===== src/rtl/sram_rw_arbiter_if.sv =====
// Bundle of FIFO-head, FIFO-push and SRAM signals between the arbiter (master) and its environment (slave).
interface sram_rw_arbiter_if #(
    parameter int AXI_ADDR_WIDTH  = 32,
    parameter int SRAM_DATA_WIDTH = 32,
    parameter int SRAM_ADDR_WIDTH = 16
);
    localparam int STRB = SRAM_DATA_WIDTH / 8;

    logic [AXI_ADDR_WIDTH-1:0]       aw_fifo_rdata;
    logic                            aw_fifo_empty;
    logic                            aw_fifo_ren;
    logic [SRAM_DATA_WIDTH+STRB-1:0] w_fifo_rdata;
    logic                            w_fifo_empty;
    logic                            w_fifo_ren;
    logic [AXI_ADDR_WIDTH-1:0]       ar_fifo_rdata;
    logic                            ar_fifo_empty;
    logic                            ar_fifo_ren;
    logic [SRAM_DATA_WIDTH-1:0]      r_fifo_wdata;
    logic                            r_fifo_wen;
    logic                            r_fifo_full;
    logic [1:0]                      b_fifo_wdata;
    logic                            b_fifo_wen;
    logic                            b_fifo_full;
    logic                            sram_en;
    logic [STRB-1:0]                 sram_we;
    logic [SRAM_ADDR_WIDTH-1:0]      sram_addr;
    logic [SRAM_DATA_WIDTH-1:0]      sram_din;
    logic [SRAM_DATA_WIDTH-1:0]      sram_dout;
    logic                            busy;

    modport master (
        input  aw_fifo_rdata, aw_fifo_empty, w_fifo_rdata, w_fifo_empty,
        input  ar_fifo_rdata, ar_fifo_empty, r_fifo_full, b_fifo_full, sram_dout,
        output aw_fifo_ren, w_fifo_ren, ar_fifo_ren, r_fifo_wdata, r_fifo_wen,
        output b_fifo_wdata, b_fifo_wen, sram_en, sram_we, sram_addr, sram_din, busy
    );

    modport slave (
        output aw_fifo_rdata, aw_fifo_empty, w_fifo_rdata, w_fifo_empty,
        output ar_fifo_rdata, ar_fifo_empty, r_fifo_full, b_fifo_full, sram_dout,
        input  aw_fifo_ren, w_fifo_ren, ar_fifo_ren, r_fifo_wdata, r_fifo_wen,
        input  b_fifo_wdata, b_fifo_wen, sram_en, sram_we, sram_addr, sram_din, busy
    );
endinterface


===== src/rtl/sram_rw_arbiter.sv =====
// Round-robin write/read scheduler between the CDC FIFOs and a single-port SRAM, one access in flight.
// Optional SRAM_ARB_RANGE_CHECK_EN: out-of-range addresses skip the SRAM and answer SLVERR / zero data.
module sram_rw_arbiter #(
    parameter int AXI_ADDR_WIDTH  = 32,
    parameter int SRAM_DATA_WIDTH = 32,
    parameter int SRAM_ADDR_WIDTH = 16
) (
    input logic               sram_clk,
    input logic               sram_rst_n,
    sram_rw_arbiter_if.master bus
);
    localparam int STRB = SRAM_DATA_WIDTH / 8;

`ifdef SRAM_ARB_RANGE_CHECK_EN
    localparam bit RANGE_CHECK = 1'b1;
`else
    localparam bit RANGE_CHECK = 1'b0;
`endif

    typedef enum logic [1:0] {IDLE, WR, RD_REQ, RD_DATA} state_t;

    state_t                     r_state;
    logic                       r_last_wr;
    logic                       r_rd_err;
    logic                       r_sram_en;
    logic [STRB-1:0]            r_sram_we;
    logic [SRAM_ADDR_WIDTH-1:0] r_sram_addr;
    logic [SRAM_DATA_WIDTH-1:0] r_sram_din;
    logic                       r_aw_ren;
    logic                       r_w_ren;
    logic                       r_ar_ren;
    logic                       r_b_wen;
    logic [1:0]                 r_bresp;
    logic                       r_r_wen;

    logic                       w_wr_pend;
    logic                       w_rd_pend;
    logic                       w_wr_err;
    logic                       w_rd_err;
    logic [SRAM_DATA_WIDTH-1:0] w_wdata;
    logic [STRB-1:0]            w_wstrb;
    logic [SRAM_ADDR_WIDTH-1:0] w_aw_word;
    logic [SRAM_ADDR_WIDTH-1:0] w_ar_word;

    assign w_wr_pend = !bus.aw_fifo_empty && !bus.w_fifo_empty && !bus.b_fifo_full;
    assign w_rd_pend = !bus.ar_fifo_empty && !bus.r_fifo_full;
    assign {w_wdata, w_wstrb} = bus.w_fifo_rdata;
    assign w_aw_word = bus.aw_fifo_rdata[SRAM_ADDR_WIDTH+1:2];
    assign w_ar_word = bus.ar_fifo_rdata[SRAM_ADDR_WIDTH+1:2];
    // Any byte-address bit above the SRAM word range marks the access as out of range.
    assign w_wr_err  = RANGE_CHECK && ((bus.aw_fifo_rdata >> (SRAM_ADDR_WIDTH + 2)) != '0);
    assign w_rd_err  = RANGE_CHECK && ((bus.ar_fifo_rdata >> (SRAM_ADDR_WIDTH + 2)) != '0);

    // Outputs for the next state are registered on the grant edge; FIFO heads are stable until popped.
    always_ff @(posedge sram_clk or negedge sram_rst_n) begin
        if (!sram_rst_n) begin
            r_state     <= IDLE;
            r_last_wr   <= 1'b0;
            r_rd_err    <= 1'b0;
            r_sram_en   <= 1'b0;
            r_sram_we   <= '0;
            r_sram_addr <= '0;
            r_sram_din  <= '0;
            r_aw_ren    <= 1'b0;
            r_w_ren     <= 1'b0;
            r_ar_ren    <= 1'b0;
            r_b_wen     <= 1'b0;
            r_bresp     <= 2'b00;
            r_r_wen     <= 1'b0;
        end else begin
            r_sram_en   <= 1'b0;
            r_sram_we   <= '0;
            r_sram_addr <= '0;
            r_sram_din  <= '0;
            r_aw_ren    <= 1'b0;
            r_w_ren     <= 1'b0;
            r_ar_ren    <= 1'b0;
            r_b_wen     <= 1'b0;
            r_bresp     <= 2'b00;
            r_r_wen     <= 1'b0;
            case (r_state)
                IDLE: begin
                    r_rd_err <= 1'b0;
                    if (w_wr_pend && (!w_rd_pend || !r_last_wr)) begin
                        r_state     <= WR;
                        r_sram_en   <= !w_wr_err;
                        r_sram_we   <= w_wr_err ? '0 : w_wstrb;
                        r_sram_addr <= w_aw_word;
                        r_sram_din  <= w_wdata;
                        r_aw_ren    <= 1'b1;
                        r_w_ren     <= 1'b1;
                        r_b_wen     <= 1'b1;
                        r_bresp     <= w_wr_err ? 2'b10 : 2'b00;
                    end else if (w_rd_pend) begin
                        r_state     <= RD_REQ;
                        r_sram_en   <= !w_rd_err;
                        r_sram_addr <= w_ar_word;
                        r_ar_ren    <= 1'b1;
                        r_rd_err    <= w_rd_err;
                    end
                end
                WR: begin
                    r_state   <= IDLE;
                    r_last_wr <= 1'b1;
                end
                RD_REQ: begin
                    r_state   <= RD_DATA;
                    r_last_wr <= 1'b0;
                    r_r_wen   <= 1'b1;
                end
                RD_DATA: begin
                    r_state <= IDLE;
                end
                default: begin
                    r_state <= IDLE;
                end
            endcase
        end
    end

    assign bus.sram_en      = r_sram_en;
    assign bus.sram_we      = r_sram_we;
    assign bus.sram_addr    = r_sram_addr;
    assign bus.sram_din     = r_sram_din;
    assign bus.aw_fifo_ren  = r_aw_ren;
    assign bus.w_fifo_ren   = r_w_ren;
    assign bus.ar_fifo_ren  = r_ar_ren;
    assign bus.b_fifo_wen   = r_b_wen;
    assign bus.b_fifo_wdata = r_bresp;
    assign bus.r_fifo_wen   = r_r_wen;
    // Read data is the only path taken straight from the SRAM output.
    assign bus.r_fifo_wdata = (r_state == RD_DATA && !r_rd_err) ? bus.sram_dout : '0;
    assign bus.busy         = (r_state != IDLE);
endmodule


===== src/flat_wrapper.sv =====
// flat-port wrapper written by rule: the top's interface ports become plain ports
module sram_rw_arbiter_flat 
#(
    parameter int AXI_ADDR_WIDTH  = 32,
    parameter int SRAM_DATA_WIDTH = 32,
    parameter int SRAM_ADDR_WIDTH = 16
)
  (sram_clk, sram_rst_n, bus_aw_fifo_rdata, bus_aw_fifo_empty, bus_w_fifo_rdata, bus_w_fifo_empty, bus_ar_fifo_rdata, bus_ar_fifo_empty, bus_r_fifo_full, bus_b_fifo_full, bus_sram_dout, bus_aw_fifo_ren, bus_w_fifo_ren, bus_ar_fifo_ren, bus_r_fifo_wdata, bus_r_fifo_wen, bus_b_fifo_wdata, bus_b_fifo_wen, bus_sram_en, bus_sram_we, bus_sram_addr, bus_sram_din, bus_busy);
  sram_rw_arbiter_if #(.AXI_ADDR_WIDTH(AXI_ADDR_WIDTH), .SRAM_DATA_WIDTH(SRAM_DATA_WIDTH), .SRAM_ADDR_WIDTH(SRAM_ADDR_WIDTH)) bus_i ();
  input logic sram_clk;
  input logic sram_rst_n;
  input wire logic [$bits(bus_i.aw_fifo_rdata)-1:0] bus_aw_fifo_rdata;
  input wire logic [$bits(bus_i.aw_fifo_empty)-1:0] bus_aw_fifo_empty;
  input wire logic [$bits(bus_i.w_fifo_rdata)-1:0] bus_w_fifo_rdata;
  input wire logic [$bits(bus_i.w_fifo_empty)-1:0] bus_w_fifo_empty;
  input wire logic [$bits(bus_i.ar_fifo_rdata)-1:0] bus_ar_fifo_rdata;
  input wire logic [$bits(bus_i.ar_fifo_empty)-1:0] bus_ar_fifo_empty;
  input wire logic [$bits(bus_i.r_fifo_full)-1:0] bus_r_fifo_full;
  input wire logic [$bits(bus_i.b_fifo_full)-1:0] bus_b_fifo_full;
  input wire logic [$bits(bus_i.sram_dout)-1:0] bus_sram_dout;
  output wire logic [$bits(bus_i.aw_fifo_ren)-1:0] bus_aw_fifo_ren;
  output wire logic [$bits(bus_i.w_fifo_ren)-1:0] bus_w_fifo_ren;
  output wire logic [$bits(bus_i.ar_fifo_ren)-1:0] bus_ar_fifo_ren;
  output wire logic [$bits(bus_i.r_fifo_wdata)-1:0] bus_r_fifo_wdata;
  output wire logic [$bits(bus_i.r_fifo_wen)-1:0] bus_r_fifo_wen;
  output wire logic [$bits(bus_i.b_fifo_wdata)-1:0] bus_b_fifo_wdata;
  output wire logic [$bits(bus_i.b_fifo_wen)-1:0] bus_b_fifo_wen;
  output wire logic [$bits(bus_i.sram_en)-1:0] bus_sram_en;
  output wire logic [$bits(bus_i.sram_we)-1:0] bus_sram_we;
  output wire logic [$bits(bus_i.sram_addr)-1:0] bus_sram_addr;
  output wire logic [$bits(bus_i.sram_din)-1:0] bus_sram_din;
  output wire logic [$bits(bus_i.busy)-1:0] bus_busy;
  assign bus_i.aw_fifo_rdata = bus_aw_fifo_rdata;
  assign bus_i.aw_fifo_empty = bus_aw_fifo_empty;
  assign bus_i.w_fifo_rdata = bus_w_fifo_rdata;
  assign bus_i.w_fifo_empty = bus_w_fifo_empty;
  assign bus_i.ar_fifo_rdata = bus_ar_fifo_rdata;
  assign bus_i.ar_fifo_empty = bus_ar_fifo_empty;
  assign bus_i.r_fifo_full = bus_r_fifo_full;
  assign bus_i.b_fifo_full = bus_b_fifo_full;
  assign bus_i.sram_dout = bus_sram_dout;
  assign bus_aw_fifo_ren = bus_i.aw_fifo_ren;
  assign bus_w_fifo_ren = bus_i.w_fifo_ren;
  assign bus_ar_fifo_ren = bus_i.ar_fifo_ren;
  assign bus_r_fifo_wdata = bus_i.r_fifo_wdata;
  assign bus_r_fifo_wen = bus_i.r_fifo_wen;
  assign bus_b_fifo_wdata = bus_i.b_fifo_wdata;
  assign bus_b_fifo_wen = bus_i.b_fifo_wen;
  assign bus_sram_en = bus_i.sram_en;
  assign bus_sram_we = bus_i.sram_we;
  assign bus_sram_addr = bus_i.sram_addr;
  assign bus_sram_din = bus_i.sram_din;
  assign bus_busy = bus_i.busy;
  sram_rw_arbiter #(.AXI_ADDR_WIDTH(AXI_ADDR_WIDTH), .SRAM_DATA_WIDTH(SRAM_DATA_WIDTH), .SRAM_ADDR_WIDTH(SRAM_ADDR_WIDTH)) u_core (.sram_clk(sram_clk), .sram_rst_n(sram_rst_n), .bus(bus_i));
endmodule

===== config.mk =====
export PLATFORM = sky130hd
export DESIGN_NAME = sram_rw_arbiter_flat
export DESIGN_NICKNAME = d
export VERILOG_FILES = /design/src/rtl/sram_rw_arbiter_if.sv /design/src/rtl/sram_rw_arbiter.sv /design/src/flat_wrapper.sv
export SDC_FILE = /design/constraint.sdc
export NUM_CORES = 1
export LEC_CHECK = 0
export BUFFER_PORTS_ARGS = -buffer_cell sky130_fd_sc_hd__buf_2
export CAP_MARGIN = 30
export CORE_AREA = 2 2 94 96
export DETAILED_ROUTE_END_ITERATION = 12
export DIE_AREA = 0 0 96 98
export GPL_ROUTABILITY_DRIVEN = 0
export PLACE_DENSITY_LB_ADDON = 0.15
export SYNTH_ARGS = -nofsm -noshare
export SYNTH_HDL_FRONTEND = slang
export SYNTH_SLANG_ARGS = --single-unit

===== constraint.sdc =====
create_clock -name sram_clk -period 5.4 [get_ports sram_clk]
set_clock_uncertainty 0.15 [all_clocks]
set_input_delay 0.27 -clock sram_clk [delete_from_list [all_inputs] [get_ports sram_clk]]
set_output_delay 0.27 -clock sram_clk [all_outputs]
set_load 0.05 [all_outputs]

# --- Yosys cells after proc, flatten, opt, wreduce, memory -nomap -nowiden ---
# Index checks and enable logic that the tools add are counted.
word_totals:
  ff_bits: 59
  latchBits: 0
  ram_bits: 0
  rom_bits: 0
  in_bits: 139
  out_inout_bits: 93
  elab_cells: 49
  mem_count: 0
op_classes:
  addsub: 0
  n_mul: 0
  div_mod_pow: 0
  magnitude_cmp: 0
  n_eq_ne: 4
  n_shift: 0
  n_mux: 20
  bitwise: 0
  n_reduce_logical: 16
op_table:
  columns: ["cell", "n"]
  rows:
  - ["32-bit two-way mux", 3]
  - ["16-bit two-way mux", 3]
  - ["1-bit two-way mux", 8]
  - ["4-bit two-way mux", 2]
  - ["1-bit zero test", 7]
  - ["2-bit case mux with 3 select lines", 1]
  - ["2-bit equality test, second input constant", 2]
  - ["1-bit logical AND", 4]
  - ["2-bit two-way mux", 2]
  - ["2-bit nonzero test", 2]
  - ["3-bit by 1-bit inequality test with 1-bit output, second input constant", 1]
  - ["2-bit by 1-bit equality test with 1-bit output, second input constant", 1]
  - ["2-bit zero test", 1]
  - ["1-bit case mux with 2 select lines", 1]
  - ["2-bit OR reduction", 1]
  - ["1-bit logical OR", 1]

# --- Logic depth before layout (Yosys ltp) ---
# Gate-level depths: netlist (run 1).
logic_depth:
  depth_word: 7
  ltp_mapped: 6
  mapped_depth_nobuf: 5

# --- Least setup slack after synthesis (run 1) ---
# No wires, ideal clock.
synth_timing:
  path_kind: "register to output"
  from: "register u_core.r_state[0]"
  to: "output bus_busy"
  arrival_ps: 1377
  required_time_ps: 4980
  slack_ps: 3603
  stages_incl_launch_ff: 5
  path_buffers: 1
  cell_sequence: "dfrtp_1 -> inv_1 -> ha_1 -> inv_2 -> buf_1"
synth_between:
  elab_chain_len: 1
synth_rtl:
  columns: ["element", "line", "rtl"]
  rows:
  - ["from (decl)", "sram_rw_arbiter.sv:22", "state_t r_state;"]
  - ["from (signal assigned)", "sram_rw_arbiter.sv:57", "r_state <= IDLE;"]
  - ["from (signal assigned)", "sram_rw_arbiter.sv:85", "r_state <= WR;"]
  - ["from (signal assigned)", "sram_rw_arbiter.sv:95", "r_state <= RD_REQ;"]
  - ["2-bit nonzero test", "sram_rw_arbiter.sv:133", "assign bus.busy = (r_state != IDLE);"]
  - ["to (decl)", "flat_wrapper.sv:32", "output wire logic [$bits(bus_i.busy)-1:0] bus_busy;"]
# Every way passes these cells.

# --- Worst setup path in the final report (run 1) ---
layout_timing:
  from: "register u_core.r_last_wr"
  to: "register u_core.r_sram_we[1], in the netlist u_core.bus.sram_we[1]"
layout_between:
  elab_chain_len: 5
layout_rtl:
  columns: ["element", "line", "rtl"]
  rows:
  - ["from (decl)", "sram_rw_arbiter.sv:23", "logic r_last_wr;"]
  - ["from (signal assigned)", "sram_rw_arbiter.sv:58", "r_last_wr <= 1'b0;"]
  - ["from (signal assigned)", "sram_rw_arbiter.sv:104", "r_last_wr <= 1'b1;"]
  - ["from (signal assigned)", "sram_rw_arbiter.sv:108", "r_last_wr <= 1'b0;"]
  - ["1-bit zero test", "sram_rw_arbiter.sv:84", "if (w_wr_pend && (!w_rd_pend || !r_last_wr)) begin"]
  - ["1-bit logical OR", "sram_rw_arbiter.sv:84", null]
  - ["1-bit logical AND", "sram_rw_arbiter.sv:84", null]
  - ["4-bit two-way mux", "sram_rw_arbiter.sv:84", null]
  - ["4-bit two-way mux", "sram_rw_arbiter.sv:81", "case (r_state)"]
  - ["to (signal assigned)", "sram_rw_arbiter.sv:87", "r_sram_we <= w_wr_err ? '0 : w_wstrb;"]
  - ["to (decl)", "sram_rw_arbiter.sv:26", "logic [STRB-1:0] r_sram_we;"]
# Every way passes these cells.
# A chain may end at the register's enable or synchronous reset.

==> impl_results.html, run 1 <==
<table>
<tr><th>Metric</th><th>Value</th></tr>
<tr><th colspan="2">Outcome</th></tr>
<tr><td>Result of the run</td><td>completed</td></tr>
<tr><th colspan="2">Logic synthesis</th></tr>
<tr><td>Post-Syn Area per Cell</td><td>11.2 um2</td></tr>
<tr><td>Synth Warn #</td><td>0</td></tr>
<tr><td>Top cell type by total area after synthesis</td><td>sky130_fd_sc_hd__dfrtp_1</td></tr>
<tr><td>Instance count of the mapped netlist</td><td>222</td></tr>
<tr><td>Area of the mapped netlist</td><td>2480 um2</td></tr>
<tr><td>Sequential area share after synthesis</td><td>0.594</td></tr>
<tr><td>Number of storage elements in the synthesis netlist</td><td>59</td></tr>
<tr><td>Proportion of netlist area held by the largest area contributor</td><td>0.594</td></tr>
<tr><td>Top post-synthesis cells by area</td><td>sky130_fd_sc_hd__dfrtp_1 (59%), sky130_fd_sc_hd__and2_1 (17%), sky130_fd_sc_hd__o211ai_1 (4.8%)</td></tr>
<tr><td>Distinct cells, synth</td><td>24</td></tr>
<tr><th colspan="2">Clock network</th></tr>
<tr><td>Quantity of gates resized following cts</td><td>0</td></tr>
<tr><td>Cts hold-fix bufs</td><td>39</td></tr>
<tr><td>Clock-pin transition on the worst setup and hold timing paths</td><td>80 ps</td></tr>
<tr><td>CTS tree</td><td>yes</td></tr>
<tr><td>Inserted Clock Buffers</td><td>9</td></tr>
<tr><td>Clock latency at the later pin of the worst-skew pair</td><td>350 ps</td></tr>
<tr><td>CTS Buffer Depth</td><td>2</td></tr>
<tr><td>Root cell of the clock tree</td><td>sky130_fd_sc_hd__clkbuf_8</td></tr>
<tr><td>Clock Sink Count</td><td>59</td></tr>
<tr><td>Setup bufs post-CTS</td><td>0</td></tr>
<tr><td>Number of H-tree levels</td><td>3</td></tr>
<tr><th colspan="2">Setup path</th></tr>
<tr><td>Cell depth of the worst flop-to-flop path</td><td>4</td></tr>
<tr><td>Setup slack of the worst register-to-register path</td><td>2710 ps</td></tr>
<tr><td>Type of element capturing the critical path</td><td>register</td></tr>
<tr><td>Crit-path max FO</td><td>27</td></tr>
<tr><td>Crit start category</td><td>register</td></tr>
<tr><td>Arrival @ worst endpoint</td><td>2770 ps</td></tr>
<tr><td>Worst flop-to-flop path endpoint</td><td>u_core.bus.sram_we[1]</td></tr>
<tr><td>Data required, critical path</td><td>5480 ps</td></tr>
<tr><td>Setup Crit Path Kind</td><td>register to register</td></tr>
<tr><td>Worst R2R Start</td><td>u_core.r_last_wr</td></tr>
<tr><th colspan="2">Route</th></tr>
<tr><td>Routed via count</td><td>2427</td></tr>
<tr><td>Routed wire length</td><td>7.81 mm</td></tr>
<tr><td>Number of vias per cell after detailed routing</td><td>4.29</td></tr>
<tr><td>1st-iter DRT viols</td><td>48</td></tr>
<tr><td>Remaining DRCs</td><td>0</td></tr>
<tr><td>Length of the first detailed-routing pass in iterations</td><td>4</td></tr>
<tr><td>Count of antenna-violating nets left after detailed routing</td><td>0</td></tr>
<tr><td>Per-cell routed wire length</td><td>13.8 um</td></tr>
<tr><th colspan="2">Hold path</th></tr>
<tr><td>Cell count of the worst hold path</td><td>3</td></tr>
<tr><td>Path type of the worst min-delay path</td><td>primary input to register</td></tr>
<tr><td>Hold wc startpoint</td><td>bus_aw_fifo_rdata[14]</td></tr>
<tr><td>Worst Hold Endpoint</td><td>u_core.bus.sram_addr[12]</td></tr>
<tr><th colspan="2">Timing</th></tr>
<tr><td>Tightest Pin Transition</td><td>756 ps</td></tr>
<tr><td>Min cycle time layout</td><td>2690 ps</td></tr>
<tr><td>Count of pins over their slew limit</td><td>0</td></tr>
<tr><td>Post-route setup slack</td><td>2710 ps</td></tr>
<tr><td>Final Hold Viols</td><td>0</td></tr>
<tr><td>RSZ-0062 raised after global routing</td><td>false</td></tr>
<tr><td>Fmax</td><td>371 MHz</td></tr>
<tr><td>Slew headroom</td><td>0.496</td></tr>
<tr><td>Number of failing setup endpoints in the final timing report</td><td>0</td></tr>
<tr><td>Tcrit/Tclk final</td><td>0.499</td></tr>
<tr><td>Final setup TNS</td><td>0 ps</td></tr>
<tr><th colspan="2">Final layout</th></tr>
<tr><td>Final core area utilization</td><td>0.490</td></tr>
<tr><td>Fraction of final layout cells sized beyond drive strength 1</td><td>0.478</td></tr>
<tr><td>Ant. Diodes</td><td>0</td></tr>
<tr><td>Post-layout nets</td><td>596</td></tr>
<tr><td>Area Overhead vs Synth</td><td>67.0%</td></tr>
<tr><td>Number of filler instances in the final layout</td><td>808</td></tr>
<tr><th colspan="2">Floorplan</th></tr>
<tr><td>Placement row count</td><td>34</td></tr>
<tr><td>I/O pin cnt</td><td>232</td></tr>
<tr><td>Height of the die</td><td>98 um</td></tr>
<tr><td>Total core area</td><td>8470 um2</td></tr>
<tr><td>Overall die width</td><td>96 um</td></tr>
<tr><td>Starting density of the core</td><td>0.293</td></tr>
<tr><td>Die Footprint</td><td>9410 um2</td></tr>
<tr><th colspan="2">Global routing</th></tr>
<tr><td>First-pass GRT wire length</td><td>11.9 mm</td></tr>
<tr><td>Aggregate global routing overflow</td><td>0</td></tr>
<tr><td>Number of antenna violations at the first check in global routing</td><td>0</td></tr>
<tr><td>Vias in the first global route</td><td>2338</td></tr>
<tr><td>GRT Overall Usage</td><td>0.168</td></tr>
<tr><td>Pin count of the biggest net entering global routing</td><td>60</td></tr>
<tr><th colspan="2">Run</th></tr>
<tr><td>Number of maximum-capacitance constraint violations</td><td>0</td></tr>
<tr><th colspan="2">Place</th></tr>
<tr><td>Worst slack after detailed placement</td><td>2690 ps</td></tr>
<tr><td>Detailed Place HPWL</td><td>5.27 mm</td></tr>
<tr><td>PortBufs</td><td>197</td></tr>
<tr><th colspan="2">Power</th></tr>
<tr><td>Leakage power summed over all cells</td><td>2.35 nW</td></tr>
<tr><td>Pwr Density</td><td>394 nW/um2</td></tr>
<tr><td>Maximum resistive drop on vdd</td><td>0.230 mV</td></tr>
</table>
-- state kept, by name, indices dropped and copies added (netlist names) --
signal                  count
u_core.bus.r_fifo_wen       1
u_core.bus.sram_din        32
u_core.bus.sram_en          1
u_core.bus.aw_fifo_ren      1
u_core.r_last_wr            1
u_core.bus.ar_fifo_ren      1
u_core.bus.sram_addr       16
u_core.bus.sram_we          4
u_core.r_state              2
-- per-stage QoR --
step           instances  power (mW)  hold slack [ps]  instance area, um2
3_3_place_gp         510        1.15              326                3500
2_1_floorplan        223       0.999             -176                2490
6_report             566        1.63             11.2                4150
4_1_cts              566        1.65             3.10                4150
3_5_place_dp         511        1.16              329                3530
5_1_grt              566        1.72             6.71                4150
-- routing by layer --
layer  track usage  vias to the layer above  wire length [um]
met4        0.0560                        0                97
met2         0.268                      115              3720
met1         0.212                     1113              3360
met3        0.0556                       10               631
li1              -                     1189                 -
met5             0                        -                 0
-- critical path: stages, from the launching register on --
cell,delay [ps]
sky130_fd_sc_hd__dfrtp_1,780
sky130_fd_sc_hd__or3b_1,740
sky130_fd_sc_hd__and3_1,500
sky130_fd_sc_hd__buf_16,240
sky130_fd_sc_hd__and2_1,160
-- cell type report --
type,instances,area (um2),area share
multi-input cells,140,873,0.211
flip-flops and latches,59,1480,0.356
clock buffers,9,124,0.0299
clock inverters,7,100,0.0241
inverters,3,11.3,0.00272
repair buffers,240,1430,0.344
well taps,108,135,0.0326
-- Yosys cell counts, drive strengths merged --
library cell and n:
nand2 1, a21oi 18, inv 3, o211ai 16, clkbuf 8, dfrtp 59, or3 2, mux2 1
mux2i 1, ha 4, nand3 16, and2 68, nor2b 1, buf 13, a31oi 2, or3b 1
conb 1, nor2 5, and3 1, nor3 1
-- cell families after synthesis --
logic type	count (synthesis)	share of synthesized area
muxes	2	0.00856
AOI/OAI and AO/OA	36	0.0897
DFF	59	0.594
adders and majority gates	4	0.0202
buffers and inverters	24	0.0574
and+or+nand+nor	96	0.228
other	1	0.00151
-- power by group --
group / switching (mW) / leakage, nW / internal [mW]
Sequential: 0.0337 / 0.809 / 0.482
Clock: 0.198 / 0.114 / 0.263
Combinational: 0.478 / 1.43 / 0.177
-- cells in the final DEF, fill, tap and decap left out, types with 3 or more instances in the layout --
cell type and instances:
sky130_fd_sc_hd__buf_4 3, sky130_fd_sc_hd__clkinv_4 3, sky130_fd_sc_hd__dfrtp_1 59, sky130_fd_sc_hd__nor2_1 5, sky130_fd_sc_hd__dlygate4sd3_1 39, sky130_fd_sc_hd__ha_1 4, sky130_fd_sc_hd__nand3_1 16, sky130_fd_sc_hd__a21oi_1 18
sky130_fd_sc_hd__buf_2 197, sky130_fd_sc_hd__o211ai_1 16, sky130_fd_sc_hd__and2_1 68, sky130_fd_sc_hd__clkbuf_8 9
-- worst max path at each step --
stage                 startpoint                      end  slack, ps  cells past startpoint
2_1_floorplan  u_core.r_state[0]                 bus_busy       3600                      4
3_5_place_dp    u_core.r_last_wr  u_core.bus.sram_din[10]       2690                      4
5_1_grt         u_core.r_last_wr   u_core.bus.sram_din[3]       2580                      4
3_3_place_gp    u_core.r_last_wr    u_core.bus.sram_we[0]       2520                      3
4_1_cts         u_core.r_last_wr    u_core.bus.sram_we[1]       2670                      4
6_report        u_core.r_last_wr    u_core.bus.sram_we[1]       2710                      4
(Power assumes the default switching activity.)
==> run 2: changes to the inputs <==
ABC_AREA = 1   (was not set)
CORE_AREA = 2 2 95 97   (was 2 2 94 96)
DIE_AREA = 0 0 97 99   (was 0 0 96 98)
clock period = 2.4 ns   (was 5.4 ns; I/O delays follow)
==> impl_results.html, run 2 <==
<table>
<tr><th>Metric</th><th>Value</th></tr>
<tr><th colspan="2">Floorplan</th></tr>
<tr><td>Starting density of the core</td><td>0.295 (was 0.293)</td></tr>
<tr><td>Overall die width</td><td>97 um (was 96 um)</td></tr>
<tr><td>I/O pin cnt</td><td>232 (unchanged)</td></tr>
<tr><td>Height of the die</td><td>99 um (was 98 um)</td></tr>
<tr><td>Placement row count</td><td>34 (unchanged)</td></tr>
<tr><td>Total core area</td><td>8550 um2 (was 8470 um2)</td></tr>
<tr><td>Die Footprint</td><td>9600 um2 (was 9410 um2)</td></tr>
<tr><th colspan="2">Global routing</th></tr>
<tr><td>First-pass GRT wire length</td><td>12.4 mm (was 11.9 mm)</td></tr>
<tr><td>Pin count of the biggest net entering global routing</td><td>37 (was 60)</td></tr>
<tr><td>GRT Overall Usage</td><td>0.163 (was 0.168)</td></tr>
<tr><td>Aggregate global routing overflow</td><td>0 (unchanged)</td></tr>
<tr><td>Number of antenna violations at the first check in global routing</td><td>0 (unchanged)</td></tr>
<tr><td>Vias in the first global route</td><td>2668 (was 2338)</td></tr>
<tr><th colspan="2">Logic synthesis</th></tr>
<tr><td>Proportion of netlist area held by the largest area contributor</td><td>0.586 (was 0.594)</td></tr>
<tr><td>Number of enable flip-flop cells after synthesis</td><td>0 (unchanged)</td></tr>
<tr><td>Top cell type by total area after synthesis</td><td>sky130_fd_sc_hd__dfrtp_1 (unchanged)</td></tr>
<tr><td>Async S/R FF share, synth</td><td>1.00 (unchanged)</td></tr>
<tr><td>Synth Warn #</td><td>0 (unchanged)</td></tr>
<tr><td>Post-Syn Area per Cell</td><td>8.63 um2 (was 11.2 um2)</td></tr>
<tr><td>Most used standard cells in the synthesized netlist</td><td>sky130_fd_sc_hd__inv_1 (74), sky130_fd_sc_hd__nand2_1 (71), sky130_fd_sc_hd__dfrtp_1 (59) (was sky130_fd_sc_hd__and2_1 (68), sky130_fd_sc_hd__dfrtp_1 (59), sky130_fd_sc_hd__a21oi_1 (18))</td></tr>
<tr><td>Distinct cells, synth</td><td>19 (was 24)</td></tr>
<tr><td>Count leader, synth</td><td>sky130_fd_sc_hd__inv_1 (was sky130_fd_sc_hd__and2_1)</td></tr>
<tr><td>Sequential area share after synthesis</td><td>0.586 (was 0.594)</td></tr>
<tr><td>Most common flop cell mapped by yosys</td><td>sky130_fd_sc_hd__dfrtp_1 (unchanged)</td></tr>
<tr><td>Instance count of the mapped netlist</td><td>292 (was 222)</td></tr>
<tr><td>Number of storage elements in the synthesis netlist</td><td>59 (unchanged)</td></tr>
<tr><td>Top post-synthesis cells by area</td><td>sky130_fd_sc_hd__dfrtp_1 (59%), sky130_fd_sc_hd__inv_1 (11%), sky130_fd_sc_hd__nand2_1 (11%) (was sky130_fd_sc_hd__dfrtp_1 (59%), sky130_fd_sc_hd__and2_1 (17%), sky130_fd_sc_hd__o211ai_1 (4.8%))</td></tr>
<tr><td>Area of the mapped netlist</td><td>2520 um2 (was 2480 um2)</td></tr>
<tr><th colspan="2">Final layout</th></tr>
<tr><td>Largest register FFs</td><td>32 (unchanged)</td></tr>
<tr><td>Most frequent standard cell in the layout excluding fill and tap cells</td><td>sky130_fd_sc_hd__buf_2 (unchanged)</td></tr>
<tr><td>Number of filler instances in the final layout</td><td>825 (was 808)</td></tr>
<tr><td>Fraction of final layout cells sized beyond drive strength 1</td><td>0.398 (was 0.478)</td></tr>
<tr><td>Final core area utilization</td><td>0.526 (was 0.490)</td></tr>
<tr><td>Ant. Diodes</td><td>0 (unchanged)</td></tr>
<tr><td>Non-filler instance count after layout</td><td>676 (was 566)</td></tr>
<tr><td>Area of combinational cells with multiple inputs</td><td>669 um2 (was 873 um2)</td></tr>
<tr><td>Post-layout nets</td><td>706 (was 596)</td></tr>
<tr><td>Area Overhead vs Synth</td><td>78.5% (was 67.0%)</td></tr>
<tr><td>Top library cells by usage in the layout, fill and taps aside</td><td>sky130_fd_sc_hd__buf_2 (197), sky130_fd_sc_hd__inv_1 (74), sky130_fd_sc_hd__nand2_1 (71), sky130_fd_sc_hd__dlygate4sd3_1 (71), sky130_fd_sc_hd__dfrtp_1 (59) (was sky130_fd_sc_hd__buf_2 (197), sky130_fd_sc_hd__and2_1 (68), sky130_fd_sc_hd__dfrtp_1 (59))</td></tr>
<tr><td>Area occupied by registers</td><td>1480 um2 (unchanged)</td></tr>
<tr><th colspan="2">Power</th></tr>
<tr><td>Total power after layout</td><td>3.61 mW (was 1.63 mW)</td></tr>
<tr><td>Leakage power summed over all cells</td><td>3.04 nW (was 2.35 nW)</td></tr>
<tr><td>Pwr Density</td><td>803 nW/um2 (was 394 nW/um2)</td></tr>
<tr><td>Maximum resistive drop on vdd</td><td>0.481 mV (was 0.230 mV)</td></tr>
<tr><th colspan="2">Run</th></tr>
<tr><td>Number of maximum-capacitance constraint violations</td><td>0 (unchanged)</td></tr>
<tr><th colspan="2">Clock network</th></tr>
<tr><td>CTS tree</td><td>yes (unchanged)</td></tr>
<tr><td>Clock Sink Count</td><td>59 (unchanged)</td></tr>
<tr><td>CTS Buffer Depth</td><td>2 (unchanged)</td></tr>
<tr><td>Number of H-tree levels</td><td>3 (unchanged)</td></tr>
<tr><td>Clock-pin transition on the worst setup and hold timing paths</td><td>60 ps (was 80 ps)</td></tr>
<tr><td>Quantity of gates resized following cts</td><td>0 (unchanged)</td></tr>
<tr><td>Root cell of the clock tree</td><td>sky130_fd_sc_hd__clkbuf_8 (unchanged)</td></tr>
<tr><td>Inserted Clock Buffers</td><td>9 (unchanged)</td></tr>
<tr><td>Clock latency at the later pin of the worst-skew pair</td><td>330 ps (was 350 ps)</td></tr>
<tr><th colspan="2">Route</th></tr>
<tr><td>Length of the first detailed-routing pass in iterations</td><td>4 (unchanged)</td></tr>
<tr><td>Number of vias per cell after detailed routing</td><td>3.98 (was 4.29)</td></tr>
<tr><td>Count of antenna-violating nets left after detailed routing</td><td>0 (unchanged)</td></tr>
<tr><td>Routed wire length</td><td>7.71 mm (was 7.81 mm)</td></tr>
<tr><td>1st-iter DRT viols</td><td>28 (was 48)</td></tr>
<tr><td>Per-cell routed wire length</td><td>11.4 um (was 13.8 um)</td></tr>
<tr><td>Routed via count</td><td>2690 (was 2427)</td></tr>
<tr><td>Remaining DRCs</td><td>0 (unchanged)</td></tr>
<tr><th colspan="2">Hold path</th></tr>
<tr><td>Path type of the worst min-delay path</td><td>primary input to register (unchanged)</td></tr>
<tr><th colspan="2">Timing</th></tr>
<tr><td>Final setup TNS</td><td>0 ps (unchanged)</td></tr>
<tr><td>Fmax</td><td>461 MHz (was 371 MHz)</td></tr>
<tr><td>Tightest Pin Transition</td><td>796 ps (was 756 ps)</td></tr>
<tr><td>Number of failing setup endpoints in the final timing report</td><td>0 (unchanged)</td></tr>
<tr><td>Final-layout worst hold slack</td><td>20.2 ps (was 11.2 ps)</td></tr>
<tr><td>Count of pins over their slew limit</td><td>0 (unchanged)</td></tr>
<tr><td>Final Hold Viols</td><td>0 (unchanged)</td></tr>
<tr><td>Slew headroom</td><td>0.469 (was 0.496)</td></tr>
<tr><td>Min cycle time layout</td><td>2170 ps (was 2690 ps)</td></tr>
<tr><td>RSZ-0062 raised after global routing</td><td>false (unchanged)</td></tr>
<tr><td>Tcrit/Tclk final</td><td>0.903 (was 0.499)</td></tr>
<tr><th colspan="2">Place</th></tr>
<tr><td>Placed insts</td><td>588 (was 511)</td></tr>
<tr><td>Detailed Place HPWL</td><td>5.28 mm (was 5.27 mm)</td></tr>
<tr><td>PortBufs</td><td>197 (unchanged)</td></tr>
<tr><th colspan="2">Setup path</th></tr>
<tr><td>Type of element capturing the critical path</td><td>register (unchanged)</td></tr>
<tr><td>Arrival @ worst endpoint</td><td>2280 ps (was 2770 ps)</td></tr>
<tr><td>Setup Crit Path Kind</td><td>register to register (unchanged)</td></tr>
<tr><td>Data required, critical path</td><td>2520 ps (was 5480 ps)</td></tr>
<tr><td>Crit start category</td><td>register (unchanged)</td></tr>
<tr><td>Crit-path max FO</td><td>18 (was 27)</td></tr>
<tr><th colspan="2">Outcome</th></tr>
<tr><td>Result of the run</td><td>completed (unchanged)</td></tr>
</table>
-- run 2: cell types whose count changed after synthesis, moves of 16 or more --
cell	delta
sky130_fd_sc_hd__a21oi_1	-16
sky130_fd_sc_hd__and2_1	-68
sky130_fd_sc_hd__inv_1	+72
sky130_fd_sc_hd__nand2_1	+70
sky130_fd_sc_hd__nor2_1	+30
sky130_fd_sc_hd__o211ai_1	-16
-- run 2: final timing paths --
check / endpoint / cells past startpoint / startpoint / slack, ps
worst max-delay path: u_core.bus.sram_addr[15] / 7 / u_core.r_state[0] / 230
worst max register to register: u_core.bus.sram_addr[15] / 7 / u_core.r_state[0] / 230
worst min register to register: u_core.r_last_wr / 2 / u_core.r_last_wr / 400
worst min-delay path: u_core.bus.sram_en / 4 / bus_w_fifo_empty / 20
min in group asynchronous: u_core.bus.sram_din[25] / 2 / sram_rst_n / 280
max in group asynchronous: u_core.bus.sram_addr[12] / 3 / sram_rst_n / 1050
-- run 2: through the flow --
| step | instance area, um2 | setup WS, ps |
|---|---|---|
| 6_report | 4500 | 232 |
| 5_1_grt | 4500 | 85.6 |
| 4_1_cts | 4480 | 74.7 |
| 3_5_place_dp | 3570 | 535 |
| 3_3_place_gp | 3570 | 577 |
| 2_1_floorplan | 2520 | 575 |
-- run 2: cell families after synthesis --
logic type / Yosys count / share of synthesized area
and+or+nand+nor: 138 / 0.239
AOI/OAI and AO/OA: 2 / 0.00397
DFF: 59 / 0.586
other: 1 / 0.00149
adders and majority gates: 4 / 0.0199
buffers and inverters: 88 / 0.150
-- run 2: cell type report --
type                    count  share of cell area
repair buffers            272               0.387
clock buffers              12              0.0323
clock inverters             4              0.0111
multi-input cells         146               0.149
flip-flops and latches     59               0.328
inverters                  75              0.0631
well taps                 108              0.0300
-- run 2: worst max-delay path, cell delays in order, from the launching register on --
cell                            delay [ps]
sky130_fd_sc_hd__dfrtp_1               400
sky130_fd_sc_hd__inv_1                 110
sky130_fd_sc_hd__ha_1                  220
sky130_fd_sc_hd__inv_1                 180
sky130_fd_sc_hd__nor2_8                330
sky130_fd_sc_hd__nand2_1                80
sky130_fd_sc_hd__nand2_1                80
sky130_fd_sc_hd__dlygate4sd3_1         550
-- run 2: repair_timing --
| action | CTS | global route |
|---|---|---|
| hold buffers | 71 | 0 |
| endpoints found under the setup margin | 0 | 15 |
| endpoints found under the hold margin | 87 | 0 |
| setup buffers | 0 | 1 |
-- run 2: power breakdown --
group	switching [mW]	internal, mW	total [mW]
clock network	0.383	0.507	0.889
registers	0.0370	1.09	1.13
logic	1.15	0.445	1.60
total	1.57	2.04	3.61
-- run 2: layer usage --
| layer | global-route usage | share of wire |
|---|---|---|
| met1 | 0.192 | 0.42 |
| met2 | 0.285 | 0.51 |
| met3 | 0.0489 | 0.063 |
| met4 | 0.0509 | 0.014 |
| met5 | 0 | 0 |
==> run 3: changes to the inputs <==
CAP_MARGIN = 20   (was 30)
clock period = 2.3 ns   (was 2.4 ns; I/O delays follow)
==> impl_results.html, run 3 (synthesis results as in run 2) <==
<table>
<tr><th>Metric</th><th>Value</th></tr>
<tr><th colspan="2">Floorplan</th></tr>
<tr><td>Overall die width</td><td>97 um (unchanged)</td></tr>
<tr><td>Total core area</td><td>8550 um2 (unchanged)</td></tr>
<tr><td>Height of the die</td><td>99 um (unchanged)</td></tr>
<tr><td>Die Footprint</td><td>9600 um2 (unchanged)</td></tr>
<tr><td>Starting density of the core</td><td>0.295 (unchanged)</td></tr>
<tr><td>I/O pin cnt</td><td>232 (unchanged)</td></tr>
<tr><td>Placement row count</td><td>34 (unchanged)</td></tr>
<tr><th colspan="2">Final layout</th></tr>
<tr><td>Area of combinational cells with multiple inputs</td><td>669 um2 (unchanged)</td></tr>
<tr><td>Area occupied by registers</td><td>1480 um2 (unchanged)</td></tr>
<tr><td>Post-layout nets</td><td>704 (was 706)</td></tr>
<tr><td>Number of filler instances in the final layout</td><td>838 (was 825)</td></tr>
<tr><td>Fraction of final layout cells sized beyond drive strength 1</td><td>0.396 (was 0.398)</td></tr>
<tr><td>Area Overhead vs Synth</td><td>76.8% (was 78.5%)</td></tr>
<tr><td>Largest register FFs</td><td>32 (unchanged)</td></tr>
<tr><td>Post-route cell area</td><td>4460 um2 (was 4500 um2)</td></tr>
<tr><td>Most frequent standard cell in the layout excluding fill and tap cells</td><td>sky130_fd_sc_hd__buf_2 (unchanged)</td></tr>
<tr><td>Ant. Diodes</td><td>0 (unchanged)</td></tr>
<tr><td>Top library cells by usage in the layout, fill and taps aside</td><td>sky130_fd_sc_hd__buf_2 (197), sky130_fd_sc_hd__inv_1 (74), sky130_fd_sc_hd__nand2_1 (71), sky130_fd_sc_hd__dlygate4sd3_1 (71), sky130_fd_sc_hd__dfrtp_1 (59) (unchanged)</td></tr>
<tr><th colspan="2">Setup path</th></tr>
<tr><td>Start point of the critical path</td><td>u_core.r_state[0] (unchanged)</td></tr>
<tr><td>Worst R2R Start</td><td>u_core.r_state[0] (unchanged)</td></tr>
<tr><td>Data required, critical path</td><td>2040 ps (was 2520 ps)</td></tr>
<tr><td>CP delay by family, top</td><td>buffers and inverters (unchanged)</td></tr>
<tr><td>Biggest cell delay along the critical path</td><td>380 ps (was 550 ps)</td></tr>
<tr><td>Most frequent cell on the critical path</td><td>sky130_fd_sc_hd__inv_1</td></tr>
<tr><td>Buffers plus inverters on the worst setup path</td><td>3 (unchanged)</td></tr>
<tr><td>Crit start category</td><td>register (unchanged)</td></tr>
<tr><td>Setup Crit Path Kind</td><td>register to output pin (was register to register)</td></tr>
<tr><td>Cell depth of the worst flop-to-flop path</td><td>6 (was 7)</td></tr>
<tr><td>CP max stage cell</td><td>sky130_fd_sc_hd__dfrtp_1 (was sky130_fd_sc_hd__dlygate4sd3_1)</td></tr>
<tr><td>Arrival @ worst endpoint</td><td>1640 ps (was 2280 ps)</td></tr>
<tr><td>Type of element capturing the critical path</td><td>output pin (was register)</td></tr>
<tr><td>Crit-path max FO</td><td>5 (was 18)</td></tr>
<tr><td>Setup slack of the worst register-to-register path</td><td>420 ps (was 230 ps)</td></tr>
<tr><td>List of cells traversed by the critical path</td><td>inv_1, ha_1, inv_1, buf_2 (was inv_1, ha_1, inv_1, nor2_8, nand2_1, nand2_1, dlygate4sd3_1)</td></tr>
<tr><td>Worst flop-to-flop path endpoint</td><td>u_core.bus.sram_din[12] (was u_core.bus.sram_addr[15])</td></tr>
<tr><th colspan="2">Power</th></tr>
<tr><td>Total power after layout</td><td>3.65 mW (was 3.61 mW)</td></tr>
<tr><td>Pwr Density</td><td>820 nW/um2 (was 803 nW/um2)</td></tr>
<tr><td>Maximum resistive drop on vdd</td><td>0.447 mV (was 0.481 mV)</td></tr>
<tr><td>Leakage power summed over all cells</td><td>2.99 nW (was 3.04 nW)</td></tr>
<tr><th colspan="2">Hold path</th></tr>
<tr><td>Cell count of the worst hold path</td><td>5 (was 4)</td></tr>
<tr><td>Hold wc startpoint</td><td>bus_b_fifo_full (was bus_w_fifo_empty)</td></tr>
<tr><td>Worst Hold Endpoint</td><td>u_core.r_state[1] (was u_core.bus.sram_en)</td></tr>
<tr><td>Path type of the worst min-delay path</td><td>primary input to register (unchanged)</td></tr>
<tr><th colspan="2">Clock network</th></tr>
<tr><td>Clock latency at the later pin of the worst-skew pair</td><td>320 ps (was 330 ps)</td></tr>
<tr><td>Root cell of the clock tree</td><td>sky130_fd_sc_hd__clkbuf_8 (unchanged)</td></tr>
<tr><td>Inserted Clock Buffers</td><td>9 (unchanged)</td></tr>
<tr><td>Clock Sink Count</td><td>59 (unchanged)</td></tr>
<tr><td>Clock-pin transition on the worst setup and hold timing paths</td><td>60 ps (about the same)</td></tr>
<tr><td>Number of H-tree levels</td><td>3 (unchanged)</td></tr>
<tr><td>CTS Buffer Depth</td><td>2 (unchanged)</td></tr>
<tr><td>CTS tree</td><td>yes (unchanged)</td></tr>
<tr><th colspan="2">Global routing</th></tr>
<tr><td>Pin count of the biggest net entering global routing</td><td>37 (unchanged)</td></tr>
<tr><td>Number of antenna violations at the first check in global routing</td><td>0 (unchanged)</td></tr>
<tr><td>First-pass GRT wire length</td><td>12.2 mm (was 12.4 mm)</td></tr>
<tr><td>Vias in the first global route</td><td>2654 (was 2668)</td></tr>
<tr><td>GRT Overall Usage</td><td>0.158 (was 0.163)</td></tr>
<tr><td>Aggregate global routing overflow</td><td>0 (unchanged)</td></tr>
<tr><th colspan="2">Timing</th></tr>
<tr><td>Min cycle time layout</td><td>1900 ps</td></tr>
<tr><td>Post-route setup slack</td><td>396 ps (was 232 ps)</td></tr>
<tr><td>Count of pins over their slew limit</td><td>0 (unchanged)</td></tr>
<tr><td>RSZ-0062 raised after global routing</td><td>false (unchanged)</td></tr>
<tr><td>Fmax</td><td>525 MHz</td></tr>
<tr><td>Slew headroom</td><td>0.556 (was 0.469)</td></tr>
<tr><td>Final setup TNS</td><td>0 ps (unchanged)</td></tr>
<tr><td>Number of failing setup endpoints in the final timing report</td><td>0 (unchanged)</td></tr>
<tr><td>Final-layout worst hold slack</td><td>19.4 ps (was 20.2 ps)</td></tr>
<tr><td>Tcrit/Tclk final</td><td>0.828</td></tr>
<tr><td>Tightest Pin Transition</td><td>667 ps (was 796 ps)</td></tr>
<tr><td>Final Hold Viols</td><td>0 (unchanged)</td></tr>
<tr><th colspan="2">Route</th></tr>
<tr><td>Count of antenna-violating nets left after detailed routing</td><td>0 (unchanged)</td></tr>
<tr><td>Number of vias per cell after detailed routing</td><td>3.90 (was 3.98)</td></tr>
<tr><td>Length of the first detailed-routing pass in iterations</td><td>4 (unchanged)</td></tr>
<tr><td>1st-iter DRT viols</td><td>44 (was 28)</td></tr>
<tr><td>Routed wire length</td><td>7.72 mm (was 7.71 mm)</td></tr>
<tr><td>Routed via count</td><td>2618 (was 2690)</td></tr>
<tr><td>Remaining DRCs</td><td>0 (unchanged)</td></tr>
<tr><td>Per-cell routed wire length</td><td>11.5 um (was 11.4 um)</td></tr>
<tr><th colspan="2">Place</th></tr>
<tr><td>PortBufs</td><td>197 (unchanged)</td></tr>
<tr><td>Detailed Place HPWL</td><td>5.31 mm (was 5.28 mm)</td></tr>
<tr><td>Worst slack after detailed placement</td><td>391 ps (was 535 ps)</td></tr>
<tr><td>Cell area after placement</td><td>3580 um2 (was 3570 um2)</td></tr>
<tr><th colspan="2">Run</th></tr>
<tr><td>Number of maximum-capacitance constraint violations</td><td>0 (unchanged)</td></tr>
<tr><th colspan="2">Outcome</th></tr>
<tr><td>Result of the run</td><td>completed (unchanged)</td></tr>
</table>
==> run 3: cell types whose count changed in the layout (fill, tap and decap cells not counted), sizes merged <==
cell	delta
clkinv	+2
clkinvlp	-2
clkbuf	-3
buf	-2
==> run 3: how the worst max path moves through the flow <==
| stage | depth (start not counted) | slack, ps | to |
|---|---|---|---|
| finish | 4 | 400 | bus_busy |
| floorplan | 7 | 470 | u_core.bus.sram_addr[5] |
| global route | 6 | 240 | u_core.bus.sram_din[12] |
| detailed placement | 6 | 390 | u_core.bus.sram_din[12] |
| global placement | 6 | 460 | u_core.bus.sram_din[4] |
| CTS | 4 | 360 | bus_busy |
==> run 3: repair_timing <==
item,4_1_cts,5_1_grt
buffers inserted,0,0
resized for setup,0,0
hold buffers,71,0
endpoints found under the setup margin,0,0
endpoints found under the hold margin,79,0
==> run 3: metrics by stage <==
step | utilization | cells
final | 0.521 | 671
after detailed placement | 0.418 | 587
after CTS | 0.521 | 671
after global routing | 0.521 | 671
after floorplan | - | 293
after global placement | 0.418 | 587
==> run 3: final cells by class <==
class                   count  area share
repair buffers            270       0.387
flip-flops and latches     59       0.331
multi-input cells         146       0.150
inverters                  75      0.0637
well taps                 108      0.0303
clock buffers               9      0.0278
clock inverters             4      0.0101
==> run 3: report_power, final <==
part / internal, mW / switching (mW) / total (mW)
combinational: 0.433 / 1.20 / 1.63
clock: 0.476 / 0.371 / 0.847
sequential: 1.14 / 0.0390 / 1.18
total: 2.05 / 1.61 / 3.65
==> run 3: worst reg2reg max path, cell delays in order (launching register included) <==
cell	delay, ps
sky130_fd_sc_hd__dfrtp_1	400
sky130_fd_sc_hd__inv_1	120
sky130_fd_sc_hd__ha_1	230
sky130_fd_sc_hd__inv_1	180
sky130_fd_sc_hd__nor2_8	320
sky130_fd_sc_hd__inv_4	220
sky130_fd_sc_hd__nor2_1	180
==> run 3: per-layer routing <==
| metal | global-route usage | vias up | part of all wire |
|---|---|---|---|
| li1 | - | 1357 | - |
| met2 | 0.278 | 99 | 0.51 |
| met5 | 0 | - | 0 |
| met4 | 0.0531 | 0 | 0.015 |
| met3 | 0.0440 | 12 | 0.063 |
| met1 | 0.187 | 1150 | 0.42 |
